--- src/rtl/clock_divider_monitor.sv ---
// Measures high/low phase lengths of a divided clock sampled in the clk_in domain,
// judges them against an expected half-period and reports lock, errors and an error count.
module clock_divider_monitor #(
  parameter int CNT_W      = 8,
  parameter int LOCK_COUNT = 4
) (
  input  logic             clk_in,
  input  logic             reset,
  input  logic             enable,
  input  logic             sig_in,
  input  logic [CNT_W-1:0] exp_half,
  output logic [CNT_W-1:0] half_len,
  output logic             meas_valid,
  output logic             locked,
  output logic             err,
  output logic [7:0]       err_count
);

  typedef enum logic [1:0] {IDLE, ACQ, CHECK, LOCKED} state_t;

  localparam logic [4:0] LOCK_TARGET = 5'(LOCK_COUNT);

  state_t           state_q, state_d;
  logic             sig_q;
  logic [CNT_W-1:0] run_cnt_q, run_cnt_d;
  logic [CNT_W-1:0] exp_q, exp_d;
  logic [CNT_W-1:0] half_len_q, half_len_d;
  logic [3:0]       good_q, good_d;
  logic             stuck_q, stuck_d;
  logic             meas_valid_q, meas_valid_d;
  logic             err_q, err_d;
  logic             locked_q, locked_d;
  logic [7:0]       err_count_q, err_count_d;

  logic       sig_edge;
  logic       monitoring;
  logic       measure;
  logic       stuck_hit;
  logic       judged;
  logic       match;
  logic [4:0] good_inc;

  assign sig_edge   = (sig_in != sig_q);
  assign monitoring = enable && ((state_q == CHECK) || (state_q == LOCKED));
  // The edge closing a stuck run is dropped; a coinciding edge always beats the stuck check.
  assign measure    = monitoring && sig_edge && !stuck_q;
  assign stuck_hit  = monitoring && !sig_edge && !stuck_q && (run_cnt_q == exp_q);
  assign judged     = measure || stuck_hit;
  assign match      = measure && (run_cnt_q == exp_q);
  assign good_inc   = {1'b0, good_q} + 5'd1;

  always_comb begin
    if (sig_edge)
      run_cnt_d = CNT_W'(1);
    else if (run_cnt_q == '1)
      run_cnt_d = run_cnt_q;
    else
      run_cnt_d = run_cnt_q + CNT_W'(1);
  end

  always_ff @(posedge clk_in) begin
    if (reset) begin
      state_q      <= IDLE;
      sig_q        <= 1'b0;
      run_cnt_q    <= '0;
      exp_q        <= '0;
      half_len_q   <= '0;
      good_q       <= '0;
      stuck_q      <= 1'b0;
      meas_valid_q <= 1'b0;
      err_q        <= 1'b0;
      locked_q     <= 1'b0;
      err_count_q  <= '0;
    end else begin
      state_q      <= state_d;
      sig_q        <= sig_in;
      run_cnt_q    <= run_cnt_d;
      exp_q        <= exp_d;
      half_len_q   <= half_len_d;
      good_q       <= good_d;
      stuck_q      <= stuck_d;
      meas_valid_q <= meas_valid_d;
      err_q        <= err_d;
      locked_q     <= locked_d;
      err_count_q  <= err_count_d;
    end
  end

  always_comb begin
    state_d = state_q;
    if (!enable) begin
      state_d = IDLE;
    end else begin
      unique case (state_q)
        IDLE:    if (exp_half != '0) state_d = ACQ;
        ACQ:     if (sig_edge) state_d = CHECK;
        CHECK:   if (match && (good_inc == LOCK_TARGET)) state_d = LOCKED;
        LOCKED:  if (judged && !match) state_d = CHECK;
        default: state_d = IDLE;
      endcase
    end
  end

  always_comb begin
    exp_d        = exp_q;
    good_d       = good_q;
    stuck_d      = stuck_q;
    half_len_d   = half_len_q;
    meas_valid_d = 1'b0;
    err_d        = 1'b0;
    err_count_d  = err_count_q;
    locked_d     = (state_d == LOCKED);

    if (!enable || (state_q == IDLE)) begin
      good_d  = '0;
      stuck_d = 1'b0;
    end
    if (enable && (state_q == IDLE) && (exp_half != '0))
      exp_d = exp_half;

    if (monitoring && sig_edge && stuck_q)
      stuck_d = 1'b0;
    if (stuck_hit)
      stuck_d = 1'b1;

    if (measure) begin
      half_len_d   = run_cnt_q;
      meas_valid_d = 1'b1;
    end

    if (judged) begin
      if (match) begin
        if (state_q == CHECK)
          good_d = good_inc[3:0];
      end else begin
        good_d = '0;
        if (state_q == LOCKED) begin
          err_d = 1'b1;
          if (err_count_q != 8'hFF)
            err_count_d = err_count_q + 8'd1;
        end
      end
    end
  end

  assign half_len   = half_len_q;
  assign meas_valid = meas_valid_q;
  assign locked     = locked_q;
  assign err        = err_q;
  assign err_count  = err_count_q;

endmodule

--- config.mk ---
export PLATFORM = sky130hd
export DESIGN_NAME = clock_divider_monitor
export DESIGN_NICKNAME = d
export VERILOG_FILES = /design/src/rtl/clock_divider_monitor.sv
export SDC_FILE = /design/constraint.sdc
export NUM_CORES = 1
export LEC_CHECK = 0
export ABC_CLOCK_PERIOD_IN_PS = 4100
export CAP_MARGIN = 40
export CORE_UTILIZATION = 35
export DETAILED_ROUTE_END_ITERATION = 10
export PLACE_DENSITY = 0.67
export SLEW_MARGIN = 10
export SYNTH_ARGS = -nofsm -noshare
export SYNTH_HDL_FRONTEND = slang
export SYNTH_SLANG_ARGS = --single-unit
--- constraint.sdc ---
create_clock -name clk_in -period 4.1 [get_ports clk_in]
set_input_delay 0.82 -clock clk_in [delete_from_list [all_inputs] [get_ports clk_in]]
set_output_delay 0.82 -clock clk_in [all_outputs]
set_load 0.03 [all_outputs]
==> After elaboration in Yosys (flattened, before gate mapping) <==
Cells that the tools add are included.
{ "word_totals": {"mem_count": 0, "latchBits": 0, "wordCells": 69, "romBits": 0, "mem_bits_rw": 0, "regBits": 43} }
{ "classes": {"order_cmp": 0, "shifts": 0, "n_div": 0, "n_mux": 17, "add_sub_neg": 3, "n_bitwise": 2, "reduce_logical": 25, "eq_ne": 10, "multipliers": 0} }
{ "op_table": {"columns": ["operator", "count"], "rows": [
  ["$add A8 B1 Y8 const B", 2],
  ["$mux W4", 4],
  ["$logic_and A1 B1 Y1", 12],
  ["$mux W2", 5],
  ["$eq A8 B8 Y1", 1],
  ["$eq A8 B8 Y1 const B", 1],
  ["$ne A8 B8 Y1 const B", 1],
  ["$pmux W2 S4", 1],
  ["$reduce_bool A8 Y1", 1],
  ["$mux W1", 7],
  ["$eq A2 B2 Y1 const B", 3],
  ["$add A4 B1 Y5 const B", 1],
  ["$eq A5 B3 Y1 const B", 1],
  ["$logic_not A1 Y1", 4],
  ["$reduce_and A4 Y1", 1],
  ["$logic_or A1 B1 Y1", 3],
  ["$reduce_bool A3 Y1", 1],
  ["$reduce_or A3 Y1", 1],
  ["$eq A2 B1 Y1 const B", 1],
  ["$logic_not A2 Y1", 1],
  ["$ne A2 B2 Y1 const B", 1],
  ["$not A1 Y1", 2],
  ["$reduce_or A2 Y1", 1],
  ["$ne A1 B1 Y1", 1]
]} }

==> Logic depth before layout (Yosys ltp) <==
{ "depth": {"word_depth": 12, "ltp_mapped": 8, "mapped_depth_nobuf": 6} }

==> Least setup slack after synthesis <==
No wires, ideal clock.
{ "synth_path": {"path_kind": "input to register", "from": "input port enable", "to": "register err_count_q[4], in the netlist err_count[4]", "arrival_ps": 2090, "setup_ps": 123, "path_stages": 6, "setup_slack_ps": 1887, "t_required_ps": 3977, "n_path_buf": 1, "cell_sequence": "buf_2 -> nand3b_1 -> nor2_4 -> mux2i_2 -> nor4_1 -> mux2_1"} }
{ "synth_between": {"elab_chain_len": 6} }
{ "synth_lines": {"columns": ["item", "line_no", "rtl"], "rows": [
  ["start, declared", "9", "input logic enable,"],
  ["$logic_and A1 B1 Y1 (*)", "44", "assign monitoring = enable && ((state_q == CHECK) || (state_q == LOCKED));"],
  ["$logic_and A1 B1 Y1, on equally long branches (2 in series)", "47, 46", null],
  ["$logic_and A1 B1 Y1, on equally long branches", "47, 49", null],
  ["$logic_or A1 B1 Y1 or $not A1 Y1 (tied branches)", null, null],
  ["$reduce_and A4 Y1 (no source line) (*)", null, null],
  ["end signal, assigned", "85", "err_count_q <= err_count_d;"],
  ["end, declared", "33", "logic [7:0] err_count_q, err_count_d;"]
]} }
Mark *: on every way between the ends. The rest lies on a longest branch, timed or not.
A chain may end at the register's enable or synchronous reset.

==> Worst setup path after layout <==
{ "layout_path": {"from": "input port sig_in", "to": "register err_count_q[4], in the netlist err_count[4]"} }
{ "layout_between": {"elab_chain_len": 7} }
{ "layout_lines": {"columns": ["item", "line_no", "rtl"], "rows": [
  ["start, declared", "10", "input logic sig_in,"],
  ["$ne A1 B1 Y1 (*)", "43", "assign sig_edge = (sig_in != sig_q);"],
  ["$logic_not A1 Y1", "47", "assign stuck_hit = monitoring && !sig_edge && !stuck_q && (run_cnt_q == exp_q);"],
  ["$logic_and A1 B1 Y1 (3 in series)", "47", null],
  ["$logic_or A1 B1 Y1", "48", "assign judged = measure || stuck_hit;"],
  ["$reduce_and A4 Y1 (no source line) (*)", null, null]
]} }
Marked as above.

==> key figures <==
Timing
  • Rel. slew slack: 49.6%
  • Fmax: 354 MHz
  • Final hold vios: 0
  • Count of final max-slew check failures: 0
  • RSZ-0062 raised after global routing: no
  • Crit share post-route: 69.0%
  • Sum of negative setup slack: 0 ns
  • Worst slew pin tran: 0.741 ns
  • Final Setup Violations: 0
  • Fin crit period: 2.83 ns
  • Worst Skew: 0.00762 ns

Placement
  • Port Buf Inserts: 30
  • DP HPWL: 2.84 mm
  • Placed cell areas: 2410 um2
  • Placer congestion estimate: 0.797

Layout
  • Layout cells sized above 1: 6.59%
  • Area growth, synth to finish: 20.1%
  • Final net count: 274
  • Design Area, Final: 2510 um2
  • ANT cells: 0

Synth
  • Synth cell count leaders: 43 x dfxtp_1, 27 x nand2_1, 27 x nor2_1
  • Synth warnings: 0
  • Synth area leaders: dfxtp_1 41%, nand2_1 4.8%, nor2_1 4.8%
  • Cells after Synth: 230
  • Yosys top cell by area: dfxtp_1
  • Top_reg_cell synth: dfxtp_1
  • Synth unique cells: 49
  • Cell area after synthesis: 2090 um2
  • Register area share after synthesis: 41.1%
  • Area share of the largest cell type after synthesis: 41.1%
  • Async SR Flop Fraction: 0%
  • Seq cells post-synth: 43
  • Post-synth EDFFs: 0
  • Syn nets: 246
  • Most common cell in the netlist: dfxtp_1
  • Avg Cell Area, Syn: 9.11 um2

Power
  • Pleak: 0.902 nW
  • Peak VDD IR: 0.000164 V
  • Power per cell area: 330 nW/um2

Setup path
  • CP bufs+invs: 1
  • Flop2flop setup slack: 1.80 ns
  • WP depth: 6
  • Worst R2R Start: run_cnt_q[2]$_SDFFE_PP0P_
  • Kind of critical path: in2reg
  • CP Data Required Time: 4.29 ns
  • Crit-path slowest cell: mux2i_2
  • Crit path largest cell delay: 0.62 ns
  • Crit-path cells: clkdlybuf4s50_1 -> xor2_1 -> nor2_1 -> mux2i_2 -> nor4_1 -> mux2_1
  • First element of the critical path: sig_in
  • Worst Setup End Kind: register
  • Startpoint Class: input port
  • CP endpoint: err_count[4]$_SDFFE_PP0P_
  • Crit path DAT: 3.01 ns
  • Crit-path leading delay family: multiplexers
  • R2R cell count: 6
  • Reg-to-reg endpoint: err_count[4]$_SDFFE_PP0P_
  • Crit Path Max Fanout: 16

Worst hold path
  • WHS Path Cells: 2
  • HP Class: reg2reg

CTS
  • Clk_lat worst skew: 0.29 ns
  • Cts hold-fix bufs: 0
  • TritonCTS clock tree: built
  • CTS resizes: 0
  • Htree depth: 2
  • Clk root buf: clkbuf_8
  • Post-CTS setup repair buffer count: 0
  • CTS buffer count: 5
  • Clk buf depth: 2
  • Clk pin slew, worst setup/hold paths: 0.08 ns
  • Num Clock Sinks: 43

Floorplan
  • Core Box Area: 5640 um2
  • Ports: 31
  • Die Y: 79.4 um
  • Site row count: 27
  • Die width: 79.4 um
  • Initial Util: 37.1%
  • Die area: 6300 um2

Run
  • Max-cap violation count: 0

Detailed routing
  • Routed wire length: 3.97 mm
  • Drc violations: 0
  • 1st-iter DRT viols: 114
  • Routed Antenna Nets: 0
  • Wire per inst: 12.0 um
  • Vias: 1,695
  • DR pass1 iterations: 5
  • Vias per cell: 5.14

Global routing
  • First-pass GRT wire length: 6.87 mm
  • GRT Overall Usage: 14.1%
  • GRT Residual Overflow: 0
  • Initial antenna violation count: 0
  • Vias in the first global route: 1,500
  • Largest net degree at the start of global routing: 22

Run status
  • Status: complete, no violations
-- sequential cells by signal, indices dropped and copies added, names as in the netlist --
signal      count
err             1
err_count       8
exp_q           8
good_q          4
half_len        8
locked          1
meas_valid      1
run_cnt_q       8
sig_q           1
state_q         2
stuck_q         1
-- area by class of cell --
type | instances | area, um2
clock inverter | 1 | 30.0
fill | 545 | 3130
inverter | 1 | 3.75
tap | 72 | 90.1
timing repair buffer | 32 | 315
multi-input combinational | 175 | 1140
clock buffer | 6 | 72.6
sequential | 43 | 861
-- worst min-delay path: cells and delay by family (launching register included) --
kind	cells	cell delay, ns
AOI/OAI and AO/OA	1	0.05
and+or+nand+nor	1	0.05
DFF	1	0.31
-- where the power goes --
group          internal (mW)  total, mW  leakage, nW  switching (mW)
combinational         0.0353     0.0734        0.502          0.0381
clock                  0.179      0.320       0.0513           0.141
sequential             0.426      0.435        0.349         0.00950
-- placed cells by master (no fill, tap or decap), types with 3 or more instances in the layout --
cell type        count
nand2_1             27
mux2_1               3
clkbuf_8             5
nor3_1               3
nand2b_1             4
o21ai_0              3
and3_1               8
nand4_1              5
xor2_1               4
or4_1                3
nor4_1               5
a21oi_1             15
nand3_1              6
mux2i_1             10
nor2_1              27
clkdlybuf4s50_1     30
dfxtp_1             43
nor2b_1              4
xnor2_1             10
ha_1                 4
-- per-layer routing --
layer  GRT usage (%)  vias up  share of wire, %
met5               0        -                 0
met1            19.4      778                53
met2            20.6       46                42
met3            3.79        4               3.8
met4            5.45        0               1.1
li1                -      867                 -
-- metrics by stage --
step | total power [mW] | cells | util (%) | hold slack (ns) | worst slack [ns]
3_3_place_gp | 0.519 | 323 | 42.8 | 0.444 | 1.03
4_1_cts | 0.838 | 330 | 44.6 | 0.460 | 1.29
2_1_floorplan | 0.500 | 230 | - | 0.463 | 1.89
6_report | 0.829 | 330 | 44.6 | 0.457 | 1.27
3_5_place_dp | 0.520 | 323 | 42.8 | 0.448 | 0.989
5_1_grt | 0.864 | 330 | 44.6 | 0.477 | 1.05
-- worst min path at each step --
stage / start / slack (ns) / endpoint
final: half_len[5]$_SDFFE_PP0P_ / 0.46 / half_len[5]$_SDFFE_PP0P_
after global routing: half_len[4]$_SDFFE_PP0P_ / 0.48 / half_len[4]$_SDFFE_PP0P_
after detailed placement: half_len[0]$_SDFFE_PP0P_ / 0.45 / half_len[0]$_SDFFE_PP0P_
after CTS: half_len[0]$_SDFFE_PP0P_ / 0.46 / half_len[0]$_SDFFE_PP0P_
after floorplan: good_q[2]$_SDFF_PP0_ / 0.46 / good_q[2]$_SDFF_PP0_
after global placement: half_len[3]$_SDFFE_PP0P_ / 0.44 / half_len[3]$_SDFFE_PP0P_
-- kinds of logic (layout without fill, tap and decap cells) --
kind of cell               count (synthesis)  in the layout  synth area share [%]
DFF                                       43             43                  41.1
and+or+nand+nor                          105            105                  26.2
xor gates and xnor gates                  16             16                  7.41
AOI/OAI and AO/OA                         34             34                  10.5
adders and majority gates                  4              4                  2.39
muxes                                     16             16                  8.12
buffers and inverters                     12             40                  4.36
No activity file was read; power rests on OpenSTA's default activity.
